===== config.mk =====
export PLATFORM = sky130hd
export DESIGN_NAME = inst_mem_loader
export DESIGN_NICKNAME = d
export VERILOG_FILES = /design/src/rtl/inst_mem_loader.sv
export SDC_FILE = /design/constraint.sdc
export NUM_CORES = 1
export LEC_CHECK = 0
export ABC_CLOCK_PERIOD_IN_PS = 4800
export CORE_MARGIN = 5
export CORE_UTILIZATION = 50
export DETAILED_ROUTE_END_ITERATION = 12
export PLACE_DENSITY = 0.78
export REMOVE_ABC_BUFFERS = 1
export SYNTH_ARGS = -nofsm -noshare
export SYNTH_HDL_FRONTEND = slang
export SYNTH_SLANG_ARGS = --single-unit

===== constraint.sdc =====
create_clock -name clk -period 4.8 [get_ports clk]
set_input_delay 0.48 -clock clk [delete_from_list [all_inputs] [get_ports clk]]
set_output_delay 0.48 -clock clk [all_outputs]
set_load 0.02 [all_outputs]

===== src/rtl/inst_mem_loader.sv =====
// Loads a length-prefixed byte stream into instruction memory, packing three
// bytes per 19-bit instruction and signalling the controller when complete.
module inst_mem_loader #(
  parameter int unsigned ADDR_W = 12,
  parameter int unsigned INST_W = 19
) (
  input  logic              clk,
  input  logic              rst,
  input  logic              loadStart,
  input  logic              byteValid,
  input  logic [7:0]        byteData,
  output logic              byteReady,
  output logic              writeEn,
  output logic [ADDR_W-1:0] writeAdr,
  output logic [INST_W-1:0] writeData,
  output logic              busy,
  output logic              done,
  output logic              error,
  output logic              start
);

  localparam int unsigned CNT_W = 12;

  localparam logic [3:0] S_IDLE   = 4'd0;
  localparam logic [3:0] S_LEN_LO = 4'd1;
  localparam logic [3:0] S_LEN_HI = 4'd2;
  localparam logic [3:0] S_B0     = 4'd3;
  localparam logic [3:0] S_B1     = 4'd4;
  localparam logic [3:0] S_B2     = 4'd5;
  localparam logic [3:0] S_WRITE  = 4'd6;
  localparam logic [3:0] S_DONE   = 4'd7;
  localparam logic [3:0] S_ERR    = 4'd8;

  logic [3:0]        state_q, state_d;
  logic [7:0]        len_lo_q, len_lo_d;
  logic [CNT_W-1:0]  rem_q, rem_d;
  logic [7:0]        b0_q, b0_d;
  logic [7:0]        b1_q, b1_d;
  logic [ADDR_W-1:0] addr_q, addr_d;
  logic [INST_W-1:0] wdata_q, wdata_d;
  logic              start_q, start_d;
  logic              xfer_c;
  logic [CNT_W-1:0]  len_c;

  // Ready is a pure state decode so the source never sees a path from byteData
  assign byteReady = (state_q == S_LEN_LO) || (state_q == S_LEN_HI) ||
                     (state_q == S_B0) || (state_q == S_B1) || (state_q == S_B2);
  assign xfer_c    = byteValid && byteReady;
  assign len_c     = {byteData[3:0], len_lo_q};

  // State register and datapath registers
  always_ff @(posedge clk) begin
    if (rst) begin
      state_q  <= S_IDLE;
      len_lo_q <= '0;
      rem_q    <= '0;
      b0_q     <= '0;
      b1_q     <= '0;
      addr_q   <= '0;
      wdata_q  <= '0;
      start_q  <= 1'b0;
    end else begin
      state_q  <= state_d;
      len_lo_q <= len_lo_d;
      rem_q    <= rem_d;
      b0_q     <= b0_d;
      b1_q     <= b1_d;
      addr_q   <= addr_d;
      wdata_q  <= wdata_d;
      start_q  <= start_d;
    end
  end

  // Next-state and datapath update
  always_comb begin
    state_d  = state_q;
    len_lo_d = len_lo_q;
    rem_d    = rem_q;
    b0_d     = b0_q;
    b1_d     = b1_q;
    addr_d   = addr_q;
    wdata_d  = wdata_q;

    case (state_q)
      S_IDLE, S_DONE, S_ERR: begin
        if (loadStart) begin
          state_d = S_LEN_LO;
          addr_d  = '0;
        end
      end
      S_LEN_LO: begin
        if (xfer_c) begin
          len_lo_d = byteData;
          state_d  = S_LEN_HI;
        end
      end
      S_LEN_HI: begin
        if (xfer_c) begin
          rem_d   = len_c;
          state_d = (len_c == '0) ? S_DONE : S_B0;
        end
      end
      S_B0: begin
        if (xfer_c) begin
          b0_d    = byteData;
          state_d = S_B1;
        end
      end
      S_B1: begin
        if (xfer_c) begin
          b1_d    = byteData;
          state_d = S_B2;
        end
      end
      S_B2: begin
        // Upper five bits of the last byte must be zero or the stream is malformed
        if (xfer_c) begin
          if (byteData[7:3] != 5'd0) begin
            state_d = S_ERR;
          end else begin
            wdata_d = INST_W'({byteData[2:0], b1_q, b0_q});
            state_d = S_WRITE;
          end
        end
      end
      S_WRITE: begin
        addr_d  = addr_q + ADDR_W'(1);
        rem_d   = rem_q - CNT_W'(1);
        state_d = (rem_q == CNT_W'(1)) ? S_DONE : S_B0;
      end
      default: state_d = S_IDLE;
    endcase
  end

  // Start fires only on the edge into DONE, never while lingering there
  assign start_d = (state_d == S_DONE) && (state_q != S_DONE);

  assign writeEn   = (state_q == S_WRITE);
  assign writeAdr  = addr_q;
  assign writeData = wdata_q;
  assign busy      = byteReady || (state_q == S_WRITE);
  assign done      = (state_q == S_DONE);
  assign error     = (state_q == S_ERR);
  assign start     = start_q;

endmodule


* Yosys cells after proc, flatten, opt, wreduce, memory -nomap -nowiden
Cells that the tools add are included.
Word-level totals: bits in read-only memories 0, memories 0, output and inout bits 37, bits in latches 0, memory bits (writable) 0, flip-flop bits (word level) 72, input port bits 12, logic and storage cells 57
Operators by class: bitwise logic cells 1, $lt $le $gt $ge 0, shift operators 0, reduce and logical (&&, ||, !) cells 19, $mul 0, eq/ne operators 13, add/subtract/negate cells 2, multiplexer cells 14, div/mod/pow operators 0
Operator list (count):
- 12-bit one-hot mux with 2 select lines | 2
- 4-bit two-way mux | 7
- 4-bit one-hot mux with 7 select lines | 1
- 12-bit two-way mux | 2
- 4-bit by 3-bit == test with 1-bit output, second input constant | 5
- 12-bit by 1-bit adder with 12-bit output, second input constant | 1
- 12-bit by 1-bit == test with 1-bit output, second input constant | 1
- 12-bit zero test | 1
- 12-bit by 1-bit subtractor with 12-bit output, second input constant | 1
- 2-bit AND reduction | 5
- 4-bit by 2-bit == test with 1-bit output, second input constant | 2
- 3-bit two-way mux | 2
- 1-bit logical OR | 5
- 5-bit nonzero test | 1
- 4-bit by 1-bit == test with 1-bit output, second input constant | 1
- 4-bit == test, second input constant | 1
- 4-bit zero test | 1
- 2-bit != test, second input constant | 2
- 4-bit by 3-bit != test with 1-bit output, second input constant | 1
- 2-bit nonzero test | 2
- 3-bit AND reduction | 1
- 3-bit OR reduction | 1
- 1-bit logical AND | 2
- 1-bit inverter | 1

* Depth between registers and ports, before layout
Gate-level depths: netlist of run 1.
depth after elaboration 10, mapped depth 8

* Least setup slack after synthesis of run 1
No wires, ideal clock.
kind register to output, from register state_q[2], to output busy, slack 2649 ps, path buffers 1, arrival 1671 ps, cell stages (with the launch flop) 5, cell sequence dfxtp_1 -> clkbuf_1 -> nor3_1 -> a211oi_1 -> or2_2
Between the ends: longest elaborated chain between the ends 6
RTL lines:
- from (decl) | RTL line 34 | logic [3:0] state_q, state_d;
- from (signal assigned) | RTL line 63 | state_q <= state_d;
- 4-bit by 1-bit == test with 1-bit output or 4-bit by 2-bit == test with 1-bit output (tied branches) | RTL line 46 | assign byteReady = (state_q == S_LEN_LO) || (state_q == S_LEN_HI) ||
- 1-bit logical OR (2 in series) | RTL line 46
- 1-bit logical OR | RTL line 47 | (state_q == S_B0) || (state_q == S_B1) || (state_q == S_B2);
- 1-bit logical OR (*) | RTL line 47
- net byteReady | RTL line 12 | output logic byteReady,
- 1-bit logical OR (*) | RTL line 141 | assign busy = byteReady || (state_q == S_WRITE);
- to (decl) | RTL line 16 | output logic busy,
Mark *: on every way through the listed nets, which the timed path passes. The rest lies on a longest branch.

* Worst setup path after layout of run 1
from register state_q[0], to output busy
Between the ends: longest elaborated chain between the ends 6
RTL lines (RTL line):
- 4-bit by 1-bit == test with 1-bit output or 4-bit by 2-bit == test with 1-bit output (tied branches) | 46
- 1-bit logical OR (2 in series) | 46
- 1-bit logical OR (2 in series) | 47
- 1-bit logical OR (*) | 141
Every way passes the cells marked *; elsewhere a longest branch is shown, timed or not.

==> flow_summary.yaml, run 1 <==
status:
  status: "finished, final reports clean"
floorplanning:
  die_y_microns: 89.55
  die_w_microns: 89.55
  design.die.area_sq_um: 8019
  initial_core_util_pct: 50.70
  core_area_sq_um: 6241
  io_pins: 49
  rows: 29
clock_tree:
  post_cts_resized: 0
  cts_root_buf: "clkbuf_8"
  path_clk_slew_ps: 90
  numCtsBuffers: 9
  h-tree-depth: 3
  clkSinkCount: 72
  clk_path_buf_depth: 2
  hold_buffers: 0
  cts_tree: "built"
  cts_setup_buffers: 0
  clk_latency_ps: 350
synthesis:
  synth_area_per_cell_sq_um: 8.305
  synth_edf_count: 0
  synthArstFlopShare_pct: 0
  ys_ff_latch: 72
  synthDominantCellAreaShare_pct: 45.55
  synth_area_leaders: "dfxtp_1, a21oi_1, nand2_1"
  synth_ff_type: "dfxtp_1"
  syn_inst: 381
  yosys-top-cells-count: "dfxtp_1, nand2_1, a21oi_1"
  yosys_warnings: 0
  synthDistinctLibCells: 52
  yosysSeqAreaShare_pct: 45.55
  synth_area_sq_um: 3164
  synth_top_cell_by_area: "dfxtp_1"
  synth.most_common_cell: "dfxtp_1"
sta:
  max-slew-margin-rel_pct: 46.67
  tns_ps: 0
  fmax_mhz: 344.3
  tightest_slew_ps: 797.7
  rsz0062_at_grt: "false"
  skew_ps: 11.28
  maxSlewViolCount: 0
  layout_worst_path_cycle_share_pct: 60.50
  finalCriticalPeriod_ps: 2904
  setup_violations: 0
  finalHoldViolations: 0
place:
  portBuffers: 48
  dpl.hpwl_microns: 5020
  placed_area_sq_um: 3659
  gp_congestion: 0.8058
power:
  power_w: 0.001263
  leakage_nw: 1.327
  ir_drop_mv: 0.2872
  power_density_nw_per_um2: 325.0
final_layout:
  antennaDiodeCount: 0
  drive_gt1_share_pct: 7.512
  nNetsFinal: 436
  n_fill_cell: 554
  final_cell_area_sq_um: 3886
  area_delta_synth_final_pct: 22.82
route:
  drt-initial-drc-count: 156
  route.detailed.wl_per_inst_microns: 14.74
  dr.pass1.iters: 4
  drc: 0
  wl_microns: 7412
  viasPerCell: 5.710
  ant_nets: 0
  dr_total_vias: 2872
worst_setup_path:
  cp-end-kind: "primary output"
  critPathBufInv: 2
  critPathLaunchType: "register"
  cp_slowest_cell: "dfxtp_1"
  cp_top_family: "buffers and inverters"
  critPathMaxFanout: 16
  crit_path_max_incr_delay_ps: 580
  required_ps: 4320
  cp_cell_sequence: "nand4bb_4, clkinv_2, or2_2, clkdlybuf4s50_1"
  cp.arrival_ps: 2420
  critPathKind: "reg2out"
global_routing:
  grt_start_max_net_pins: 45
  grt_pass1_vias: 2729
  overflow: 0
  antenna_found_initial: 0
  use_met2_pct: 31.05
  grt_pass1_wl_microns: 12630
  top_usage_layer: "met2"
  grt_use_total_pct: 19.90
  grt_use_met1_pct: 26.55
  use_met3_pct: 4.332
hold_path:
  hp-class: "reg2reg"
job:
  maxCapViolations: 0
-- per-stage QoR --
step,worst slack (ps),hold slack [ps],utilization [%],std cells
3_3_place_gp,2248,437.2,58.62,487
6_report,1896,450.4,62.27,503
2_1_floorplan,2334,425.1,-,360
4_1_cts,1912,459.0,62.27,503
3_5_place_dp,2127,445.9,58.62,487
5_1_grt,1792,479.7,62.27,503
-- flip-flops by register name, indices dropped and copies added, names as in the netlist --
register   cells
b0_q           8
b1_q           8
len_lo_q       8
rem_q         12
start          1
state_q        4
writeAdr      12
writeData     19
-- cells in the final DEF (no fill, tap or decap), drive strengths merged, types with 7 or more instances in the layout --
cell	instances
a21oi	50
a31oi	7
clkbuf	9
clkdlybuf4s50	47
dfxtp	72
inv	8
mux2i	17
nand2	65
nand3	22
nor2	38
nor3	13
o21ai	8
-- cell families (layout without fill, tap and decap cells) --
group           Yosys count  count (layout)  share of synthesized area, %
flops                    72              72                         45.55
compound gates           83              83                         15.26
mux                      19              19                         6.208
xor+xnor                  3               3                        0.8305
fa+ha+maj                 3               3                         1.186
buf+inv                  28              73                         3.796
simple gates            173             173                         27.16
-- path summary, 6_finish.rpt --
path,from,endpoint,slack (ps),depth (start not counted)
setup / recovery,state_q[0],busy,1900,4
hold reg to reg,b1_q[2],writeData[10],450,2
setup reg to reg,state_q[2],start,2330,6
hold / removal,b1_q[2],writeData[10],450,2
-- power breakdown --
part	total [W]	internal (W)	leakage, nW	switching, W
Sequential	0.000620	0.000606	0.581	0.0000139
Combinational	0.000101	0.0000403	0.632	0.0000607
Clock	0.000542	0.000299	0.114	0.000243
Total	0.00126	0.000945	1.33	0.000318
-- worst min-delay path, stage by stage (launching register included) --
cell	delay, ps
dfxtp_1	320
nand2_1	50
a21oi_1	50
-- layout make-up --
class / instances / area [sq um] / area share (%)
timing repair buffer: 50 / 490.5 / 12.62
clock inverter: 7 / 103.9 / 2.672
inverter: 7 / 27.53 / 0.7083
clock buffer: 9 / 123.9 / 3.187
tap: 77 / 96.34 / 2.479
sequential: 72 / 1441 / 37.09
multi-input combinational: 281 / 1603 / 41.24
-- metal layers --
metal	wire length [microns]	part of all wire [%]	vias up
met2	3526	48	77
met3	385	5.2	6
met1	3431	46	1369
li1	-	-	1420
met4	69	0.93	0
met5	0	0	-
Power figures use the tool's default switching activity.
==> inputs of run 2 (changes only) <==
--- a/config.mk
+++ b/config.mk
@@ -5,9 +5,9 @@
 export SDC_FILE = /design/constraint.sdc
 export NUM_CORES = 1
 export LEC_CHECK = 0
-export ABC_CLOCK_PERIOD_IN_PS = 4800
+export ABC_CLOCK_PERIOD_IN_PS = 2400
 export CORE_MARGIN = 5
-export CORE_UTILIZATION = 50
+export CORE_UTILIZATION = 48
 export DETAILED_ROUTE_END_ITERATION = 12
 export PLACE_DENSITY = 0.78
 export REMOVE_ABC_BUFFERS = 1
==> constraint.sdc (replaced) <==
create_clock -name clk -period 2.4 [get_ports clk]
set_input_delay 0.24 -clock clk [delete_from_list [all_inputs] [get_ports clk]]
set_output_delay 0.24 -clock clk [all_outputs]
set_load 0.02 [all_outputs]
==> run 2 against run 1 <==
  * Non-clock buffer count increased by 13
  * Clock power increased by 96%
  * Sequential share of layout area decreased by 0.84 points
  * Worst setup slack got worse by 1700 ps
  * First-iteration DRC count increased by 49%
  * Combinational power increased by 120%
  * Sequential cell count unchanged
  * Largest power group unchanged
  * Highest routed layer unchanged
  * Worst hold slack got worse by 84 ps
  * Count of clock-buffer cells in the layout increased by 1
  * Total power increased by 100%
==> flow_summary.yaml, run 2 (same netlist as run 1, synthesis figures left out) <==
clock_tree:
  cts_tree: "built"
  clk_latency_ps: 350
  hold_buffers: 0
  h-tree-depth: 3
  cts_setup_buffers: 0
  post_cts_resized: 3
  path_clk_slew_ps: 70
  clk_path_buf_depth: 2
  clkSinkCount: 72
  numCtsBuffers: 9
  cts_root_buf: "clkbuf_8"
final_layout:
  drive_gt1_share_pct: 10.93
  antennaDiodeCount: 0
  final_cell_mix: "dfxtp_1, nand2_1, a21oi_1, clkdlybuf4s50_1, nor2_1"
  final_cells: 516
  final_common_cell: "dfxtp_1"
  largest_register_ffs: 19
  nNetsFinal: 449
  area_delta_synth_final_pct: 25.98
sta:
  finalCriticalPeriod_ps: 2251
  finalHoldViolations: 0
  tightest_slew_ps: 581.0
  fmax_mhz: 444.2
  tns_ps: 0
  setup_violations: 0
  maxSlewViolCount: 0
  max-slew-margin-rel_pct: 61.27
  finalWorstSetupSlack_ps: 148.6
  rsz0062_at_grt: "false"
  skew_ps: 5.901
  layout_worst_path_cycle_share_pct: 93.81
power:
  leakage_nw: 1.381
  ir_drop_mv: 0.3827
  power_density_nw_per_um2: 632.2
  power_w: 0.002520
global_routing:
  grt_start_max_net_pins: 32
  grt_pass1_wl_microns: 12080
  overflow: 0
  grt_pass1_vias: 2622
  antenna_found_initial: 0
  grt_use_total_pct: 17.59
floorplanning:
  initial_core_util_pct: 49.55
  die_y_microns: 91.19
  rows: 29
  io_pins: 49
  design.die.area_sq_um: 8316
  die_w_microns: 91.19
  core_area_sq_um: 6386
worst_setup_path:
  critPathLaunchType: "register"
  critPathKind: "reg2out"
  cp_slowest_cell: "clkdlybuf4s50_1"
  crit_start: "state_q[2]"
  cp_top_family: "buffers and inverters"
  critPathBufInv: 1
  worstReg2RegStart: "rem_q[3]"
  crit_path_max_incr_delay_ps: 600
  critPathMaxFanout: 13
  required_ps: 2160
  r2r_slack_ps: 460
  cp-end-kind: "primary output"
  cp_cell_sequence: "nor3_2, a211oi_1, or2_2, clkdlybuf4s50_1"
  cp.arrival_ps: 2010
route:
  dr_total_vias: 2865
  drt-initial-drc-count: 232
  viasPerCell: 5.552
  ant_nets: 0
  wl_microns: 7321
  dr.pass1.iters: 4
  route.detailed.wl_per_inst_microns: 14.19
  drc: 0
place:
  dpl.hpwl_microns: 5077
  placed_cells: 500
  dp_slack_ps: 282.6
  portBuffers: 48
  gp_congestion: 0.8003
job:
  maxCapViolations: 0
status:
  status: "finished, final reports clean"
hold_path:
  hp-class: "in2reg"
  min-delay-start: "rst"
-- run 2: path summary, 6_finish.rpt --
path,end,cells after the start
min reg2reg,writeData[4],2
max reg2reg,start,5
min,writeAdr[9],2
max,busy,4
-- run 2: worst register-to-register path: stages, from the launching register on --
cell and delay [ps]:
dfxtp_1 370, or4_4 590, nand4bb_1 260, nor3b_1 250, nor4_1 120, nor4_2 270
-- run 2: power breakdown --
group,internal (W),switching [W]
registers,0.00121,0.0000219
clock network,0.000591,0.000470
logic,0.0000962,0.000129
total,0.00190,0.000621
-- run 2: through the flow --
stage	hold WS (ps)	utilization, %	instance area [sq um]
final	366.4	62.42	3986
after detailed placement	444.5	58.82	3756
after global placement	443.0	58.82	3756
after CTS	379.7	62.32	3980
after global routing	420.8	62.42	3986
after floorplan	302.4	-	3072
-- run 2: routing by layer --
layer	GRT usage, %	vias to the layer above	part of all wire [%]
met5	0	-	0
met4	8.557	0	1.5
met3	2.645	8	4.0
met2	28.37	63	49
met1	22.97	1346	45
li1	-	1448	-
-- run 2: final cells by class --
| class | count | area [sq um] |
|---|---|---|
| clock buffer | 10 | 127.6 |
| clock inverter | 6 | 92.59 |
| fill | 535 | 2400 |
| inverter | 7 | 28.78 |
| multi-input combinational | 281 | 1608 |
| sequential | 72 | 1445 |
| tap | 77 | 96.34 |
| timing repair buffer | 63 | 588.1 |
